File: config.mk
export PLATFORM = sky130hd
export DESIGN_NAME = muldiv_unit
export DESIGN_NICKNAME = d
export VERILOG_FILES = /design/src/rtl/muldiv_unit.sv
export SDC_FILE = /design/constraint.sdc
export NUM_CORES = 1
export LEC_CHECK = 0
export BUFFER_PORTS_ARGS = -buffer_cell sky130_fd_sc_hd__buf_2
export CORE_ASPECT_RATIO = 0.7
export CORE_UTILIZATION = 40
export CTS_BUF_LIST = sky130_fd_sc_hd__clkbuf_2 sky130_fd_sc_hd__clkbuf_4 sky130_fd_sc_hd__clkbuf_8
export DETAILED_ROUTE_END_ITERATION = 16
export PLACE_DENSITY = 0.63
export SKIP_CTS_REPAIR_TIMING = 1
export SLEW_MARGIN = 25
export SYNTH_ARGS = -nofsm -noshare
export SYNTH_HDL_FRONTEND = slang
export SYNTH_SLANG_ARGS = --single-unit
export TNS_END_PERCENT = 20
File: constraint.sdc
create_clock -name clk_i -period 15.6 [get_ports clk_i]
set_clock_uncertainty 0.15 [all_clocks]
set_input_delay 0 -clock clk_i [delete_from_list [all_inputs] [get_ports clk_i]]
set_output_delay 0 -clock clk_i [all_outputs]
set_load 0.02 [all_outputs]
File: src/rtl/muldiv_unit.sv
// muldiv_unit: iterative multiply/divide unit, one bit of work per clock.
//
// Signed operands are reduced to magnitudes on the start edge. The core then runs
// WIDTH unsigned steps and applies the sign fix-up on the final step:
//   - multiply: shift-add
//   - divide:   restoring shift-subtract
// A divide by zero bypasses the iteration and completes on the next cycle.
//
// Ports:
//   clk_i        system clock, rising edge
//   reset_i      asynchronous active-high reset
//   start_i      request; sampled only in IDLE or DONE
//   op_i         00 UMUL, 01 SMUL, 10 UDIV, 11 SDIV
//   a_i, b_i     multiplicand/dividend, multiplier/divisor
//   busy_o       high while iterating
//   done_o       one-cycle pulse, results valid
//   result_lo_o  product low half / quotient
//   result_hi_o  product high half / remainder
//   divzero_o    last op was a divide with b == 0
//   flags_o      {N, Z, C, V} of the last result (C and V are always 0)
module muldiv_unit #(
    parameter int unsigned WIDTH = 32,
    parameter int unsigned CNT_W = $clog2(WIDTH + 1)
) (
    input  logic             clk_i,
    input  logic             reset_i,
    input  logic             start_i,
    input  logic [1:0]       op_i,
    input  logic [WIDTH-1:0] a_i,
    input  logic [WIDTH-1:0] b_i,
    output logic             busy_o,
    output logic             done_o,
    output logic [WIDTH-1:0] result_lo_o,
    output logic [WIDTH-1:0] result_hi_o,
    output logic             divzero_o,
    output logic [3:0]       flags_o
);

    typedef enum logic [1:0] {StIdle, StRun, StDone} state_e;

    state_e             state_q, state_d;
    logic               div_q, div_d;       // operation is a divide
    logic               neg_q, neg_d;       // result sign sa ^ sb
    logic               dsign_q, dsign_d;   // dividend sign, applied to the remainder
    logic [WIDTH-1:0]   bmag_q, bmag_d;     // |b|
    logic [WIDTH-1:0]   hi_q, hi_d;         // partial product high / partial remainder
    logic [WIDTH-1:0]   lo_q, lo_d;         // multiplier bits / dividend-then-quotient bits
    logic [CNT_W-1:0]   cnt_q, cnt_d;
    logic [WIDTH-1:0]   res_lo_q, res_lo_d;
    logic [WIDTH-1:0]   res_hi_q, res_hi_d;
    logic               divz_q, divz_d;
    logic [3:0]         flags_q, flags_d;

    // Operand conditioning on the start edge
    logic               in_sa, in_sb;
    logic [WIDTH-1:0]   in_amag, in_bmag;

    assign in_sa   = op_i[0] & a_i[WIDTH-1];
    assign in_sb   = op_i[0] & b_i[WIDTH-1];
    assign in_amag = in_sa ? (~a_i + 1'b1) : a_i;
    assign in_bmag = in_sb ? (~b_i + 1'b1) : b_i;

    // Multiply step: conditionally add |b| into the high half, then shift {carry, hi, lo} right
    logic [WIDTH:0]     mul_sum;
    logic [WIDTH-1:0]   mul_hi_nx, mul_lo_nx;

    assign mul_sum   = {1'b0, hi_q} + (lo_q[0] ? {1'b0, bmag_q} : {(WIDTH + 1){1'b0}});
    assign mul_hi_nx = mul_sum[WIDTH:1];
    assign mul_lo_nx = {mul_sum[0], lo_q[WIDTH-1:1]};

    // Divide step: shift the next dividend bit into the remainder and subtract when it fits.
    // The remainder is always below |b|, so the W-bit difference is exact whenever it is kept.
    logic [WIDTH:0]     div_shift;
    logic               div_ge;
    logic [WIDTH-1:0]   div_diff;
    logic [WIDTH-1:0]   div_hi_nx, div_lo_nx;

    assign div_shift = {hi_q, lo_q[WIDTH-1]};
    assign div_ge    = (div_shift >= {1'b0, bmag_q});
    assign div_diff  = div_shift[WIDTH-1:0] - bmag_q;
    assign div_hi_nx = div_ge ? div_diff : div_shift[WIDTH-1:0];
    assign div_lo_nx = {lo_q[WIDTH-2:0], div_ge};

    logic [WIDTH-1:0]   step_hi, step_lo;

    assign step_hi = div_q ? div_hi_nx : mul_hi_nx;
    assign step_lo = div_q ? div_lo_nx : mul_lo_nx;

    // Sign fix-up, applied to the outcome of the final step
    logic [2*WIDTH-1:0] prod_raw, prod_fix;
    logic [WIDTH-1:0]   quo_fix, rem_fix;

    assign prod_raw = {step_hi, step_lo};
    assign prod_fix = neg_q ? (~prod_raw + 1'b1) : prod_raw;
    assign quo_fix  = neg_q ? (~step_lo + 1'b1) : step_lo;
    assign rem_fix  = dsign_q ? (~step_hi + 1'b1) : step_hi;

    // Completion values, committed to the result registers when load_res is set
    logic               load_res;
    logic               fin_div, fin_dz;
    logic [WIDTH-1:0]   fin_lo, fin_hi;

    always_comb begin
        state_d  = state_q;
        div_d    = div_q;
        neg_d    = neg_q;
        dsign_d  = dsign_q;
        bmag_d   = bmag_q;
        hi_d     = hi_q;
        lo_d     = lo_q;
        cnt_d    = cnt_q;
        res_lo_d = res_lo_q;
        res_hi_d = res_hi_q;
        divz_d   = divz_q;
        flags_d  = flags_q;
        load_res = 1'b0;
        fin_div  = 1'b0;
        fin_dz   = 1'b0;
        fin_lo   = '0;
        fin_hi   = '0;

        unique case (state_q)
            StIdle, StDone: begin
                if (start_i) begin
                    if (op_i[1] && (b_i == '0)) begin
                        state_d  = StDone;
                        load_res = 1'b1;
                        fin_div  = 1'b1;
                        fin_dz   = 1'b1;
                        fin_lo   = '1;
                        fin_hi   = a_i;
                    end else begin
                        state_d = StRun;
                        div_d   = op_i[1];
                        neg_d   = in_sa ^ in_sb;
                        dsign_d = in_sa;
                        bmag_d  = in_bmag;
                        hi_d    = '0;
                        lo_d    = in_amag;
                        cnt_d   = CNT_W'(WIDTH);
                    end
                end else if (state_q == StDone) begin
                    state_d = StIdle;
                end
            end
            StRun: begin
                hi_d  = step_hi;
                lo_d  = step_lo;
                cnt_d = cnt_q - CNT_W'(1);
                if (cnt_q == CNT_W'(1)) begin
                    state_d  = StDone;
                    load_res = 1'b1;
                    fin_div  = div_q;
                    if (div_q) begin
                        fin_lo = quo_fix;
                        fin_hi = rem_fix;
                    end else begin
                        fin_lo = prod_fix[WIDTH-1:0];
                        fin_hi = prod_fix[2*WIDTH-1:WIDTH];
                    end
                end
            end
            default: state_d = StIdle;
        endcase

        if (load_res) begin
            res_lo_d = fin_lo;
            res_hi_d = fin_hi;
            divz_d   = fin_dz;
            flags_d  = {fin_div ? fin_lo[WIDTH-1] : fin_hi[WIDTH-1],
                        fin_div ? (fin_lo == '0) : ((fin_lo == '0) && (fin_hi == '0)),
                        2'b00};
        end
    end

    always_ff @(posedge clk_i or posedge reset_i) begin
        if (reset_i) begin
            state_q  <= StIdle;
            div_q    <= 1'b0;
            neg_q    <= 1'b0;
            dsign_q  <= 1'b0;
            bmag_q   <= '0;
            hi_q     <= '0;
            lo_q     <= '0;
            cnt_q    <= '0;
            res_lo_q <= '0;
            res_hi_q <= '0;
            divz_q   <= 1'b0;
            flags_q  <= 4'b0000;
        end else begin
            state_q  <= state_d;
            div_q    <= div_d;
            neg_q    <= neg_d;
            dsign_q  <= dsign_d;
            bmag_q   <= bmag_d;
            hi_q     <= hi_d;
            lo_q     <= lo_d;
            cnt_q    <= cnt_d;
            res_lo_q <= res_lo_d;
            res_hi_q <= res_hi_d;
            divz_q   <= divz_d;
            flags_q  <= flags_d;
        end
    end

    assign busy_o      = (state_q == StRun);
    assign done_o      = (state_q == StDone);
    assign result_lo_o = res_lo_q;
    assign result_hi_o = res_hi_q;
    assign divzero_o   = divz_q;
    assign flags_o     = flags_q;

endmodule
==> results.py <==
metrics = {
    "cts": {
        "clockBufferDepth": 2,
        "numCtsBuffers": 17,
        "clock-sinks": 174,
        "clk_pin_slew_ps": 120,
        "clk_latency_ps": 530,
        "cts_tree": "yes",
        "cts-root-buf": "clkbuf_8",
        "htree_levels": 4,
    },
    "setup_path": {
        "r2r-end": "flags_o[2]$_DFFE_PP0P_",
        "cp-end-kind": "flop",
        "crit_arrival_ps": 7810,
        "crit_top_cell": "nand4_1",
        "cp_num_cells": 22,
        "cp_slowest_cell": "nor4_1",
        "worst_setup_path_start_kind": "flop",
        "critPathMaxStageDelay_ps": 910,
        "reg2reg_depth": 22,
        "cp-startpoint": "hi_q[12]$_DFFE_PP0P_",
        "rrSetupSlack_ps": 8080,
        "critPathMaxFanout": 18,
        "cp-endpoint": "flags_o[2]$_DFFE_PP0P_",
        "worstReg2RegStart": "hi_q[12]$_DFFE_PP0P_",
        "path_class": "flop to flop",
        "path_buf_inv": 1,
        "path_cells": "ha_1, nand4_1, nor3_1, a32oi_1, o211a_1, buf_4, nand3_1, o21ai_0, ha_1, nor4b_1, o211a_1, nand4_1, o31ai_1, xor2_1, o31ai_1, nand4_1, or4_1, nor4_1, o21ai_0, nor4_1, nand4_1, o21ai_1",
        "cp_data_required_time_ps": 15890,
        "critPathTopFamily": "simple AND/OR/NAND/NOR gates",
    },
    "floorplanning": {
        "fp-row-count": 61,
        "core_area_um2": 39800,
        "dieHeight_um": 170,
        "initial_core_util": 0.407,
        "die_w_um": 242,
        "io_pins": 140,
        "die_area_um2": 41200,
    },
    "flow_run": {
        "cap_violations": 0,
    },
    "grt": {
        "antenna_found_initial": 1,
        "grtUsageTotal": 0.314,
        "grt_max_degree": 89,
        "overflow": 0,
        "grt_pass1_wl_mm": 98.5,
        "grt_pass1_vias": 15400,
    },
    "layout": {
        "syn2layout_area_growth_pct": 14.5,
        "nets": 2354,
        "fillers": 3934,
        "utilization": 0.465,
        "antenna_cells": 0,
        "regArea_um2": 4360,
        "final_cell_count_no_fill": 2761,
        "drive_gt1_frac": 0.117,
        "multi_input_area_um2": 11100,
    },
    "synth": {
        "yosys.cell_types.count": 96,
        "synth_top_area_frac": 0.269,
        "yosys_warnings": 0,
        "synth-async-reset-ratio": 1.00,
        "syn_avg_cell_area_um2": 7.83,
        "synth_ff_type": "dfrtp_1",
        "syn_inst": 2064,
        "synth_enable_flop_cells": 0,
        "yosysSeqAreaShare": 0.269,
        "synth_common_cells": "260 x nand2_1, 176 x o21ai_0, 174 x dfrtp_1",
        "synth_area_leaders": "dfrtp_1 27%, nand2_1 6.0%, o21ai_0 5.4%",
        "ys_ff_latch": 174,
        "post-synth-top-count-cell": "nand2_1",
        "yosys.area.top_type": "dfrtp_1",
        "syn_area_um2": 16200,
    },
    "drt": {
        "wl_met1_mm": 31.6,
        "routed_wl_mm": 66.9,
        "top_layer": "met4",
        "route.met3.wl_mm": 8.14,
        "wire_per_inst_um": 24.2,
        "via_per_inst": 6.41,
        "drc": 0,
        "drt_iter0_drc": 2331,
        "dr_wl_met2_mm": 26.0,
        "final_antenna_net_count": 0,
        "vias": 17700,
        "drt_first_pass_iters": 12,
    },
    "timing": {
        "max_freq_mhz": 133,
        "hold_ws_ps": -54.0,
        "setup-tns-final_ps": 0,
        "hold_viol": 1,
        "setup_violations": 0,
        "rsz0062_at_grt": "no",
        "slew_headroom": 0.224,
        "worst_pin_slew_ps": 1150,
        "fin_crit_ps": 7520,
        "postLayoutSetupSlackWorst_ps": 8080,
        "drv_slew": 0,
        "fin_crit_sh": 0.482,
    },
    "place": {
        "gp_congestion": 0.983,
        "io_buffers": 137,
        "dp_hpwl_mm": 50.6,
        "place_ws_ps": 8490,
        "place_inst": 2644,
    },
    "run_status": {
        "status": "finished, violations left",
        "violations": "negative hold slack",
    },
    "hold_path": {
        "hold_class": "input port to flop",
    },
}
worst min-delay path by stage:
stage / startpoint / to / slack (ps) / depth (start not counted)
4_1_cts: reset_i / result_hi_o[12]$_DFFE_PP0P_ / -680 / 2
5_1_grt: start_i / bmag_q[31]$_DFFE_PP0P_ / 10 / 4
2_1_floorplan: op_i[1] / div_q$_DFFE_PP0P_ / -30 / 2
6_report: start_i / bmag_q[31]$_DFFE_PP0P_ / -50 / 4
3_5_place_dp: reset_i / result_hi_o[12]$_DFFE_PP0P_ / -100 / 2
3_3_place_gp: reset_i / result_hi_o[12]$_DFFE_PP0P_ / -100 / 2
cell families (layout without fill, tap and decap cells):
kind of cell               count (synthesis)  after routing  synth area share
AOI/OAI and AO/OA                        663            663             0.279
adders and majority gates                 72             72            0.0567
muxes                                     58             58            0.0365
xor gates and xnor gates                 133            133            0.0721
other                                      1              2          0.000232
DFF                                      174            174             0.269
buffers and inverters                    191            352            0.0495
and+or+nand+nor                          772            772             0.237
per-layer routing:
metal  vias up  track usage
met3        75       0.0921
met1      8672        0.486
met2       992        0.413
met4         0       0.0713
li1       7963            -
met5         -            0
worst min-delay path: stages:
cell,delay [ps]
buf_2,110
nor2b_1,170
nand3_1,170
o21ai_0,110
per-stage QoR:
step	hold slack (ps)	instance area, µm²
6_report	-54.0	18500
5_1_grt	11.9	18500
4_1_cts	-680	17700
3_5_place_dp	-98.8	17200
3_3_place_gp	-99.0	17200
2_1_floorplan	-33.2	16200
cell type report:
cell class	instances	share of cell area
tap	535	0.0362
sequential	174	0.235
clock buffer	18	0.0134
timing repair buffer	248	0.0936
clock inverter	14	0.00879
inverter	72	0.0149
multi-input combinational	1700	0.598
cell usage in the layout (no fill, tap or decap), types with 9 or more instances in the layout:
master | Yosys | routed
mux2i_1 | 50 | 50
o41ai_1 | 9 | 9
dlygate4sd3_1 | 0 | 85
clkbuf_8 | 0 | 18
o221ai_1 | 29 | 29
xor2_1 | 51 | 51
buf_2 | 20 | 137
a31oi_1 | 29 | 29
a31o_2 | 10 | 10
nand2_1 | 260 | 259
a21o_1 | 31 | 31
o21a_1 | 13 | 13
xnor2_1 | 82 | 82
a211oi_1 | 13 | 13
a22oi_1 | 26 | 26
nor3_1 | 52 | 51
o211ai_1 | 30 | 30
a211o_1 | 18 | 18
buf_4 | 9 | 26
dfrtp_1 | 174 | 173
nand2b_1 | 14 | 13
nand4_1 | 32 | 32
and3_1 | 14 | 14
nor2b_1 | 16 | 16
inv_1 | 70 | 69
nor4_1 | 28 | 28
nor3b_1 | 9 | 9
nand3_1 | 88 | 88
a21oi_1 | 130 | 129
o31ai_1 | 33 | 33
or2_2 | 9 | 9
or4_1 | 12 | 12
ha_1 | 70 | 70
a221o_1 | 14 | 14
o21ai_0 | 176 | 176
nor2_1 | 127 | 125
or3_1 | 26 | 26
and2_1 | 53 | 53
sequential cells by signal (all words and copies together) (netlist names):
name         cells
result_lo_o     32
result_hi_o     32
bmag_q          32
cnt_q            6
hi_q            32
flags_o          2
neg_q            1
lo_q            32
state_q          2
divzero_o        1
dsign_q          1
div_q            1
Power is left out: the tool's default activity adds up to more than one toggle a clock period on the data nets, which glitch-free logic cannot reach.
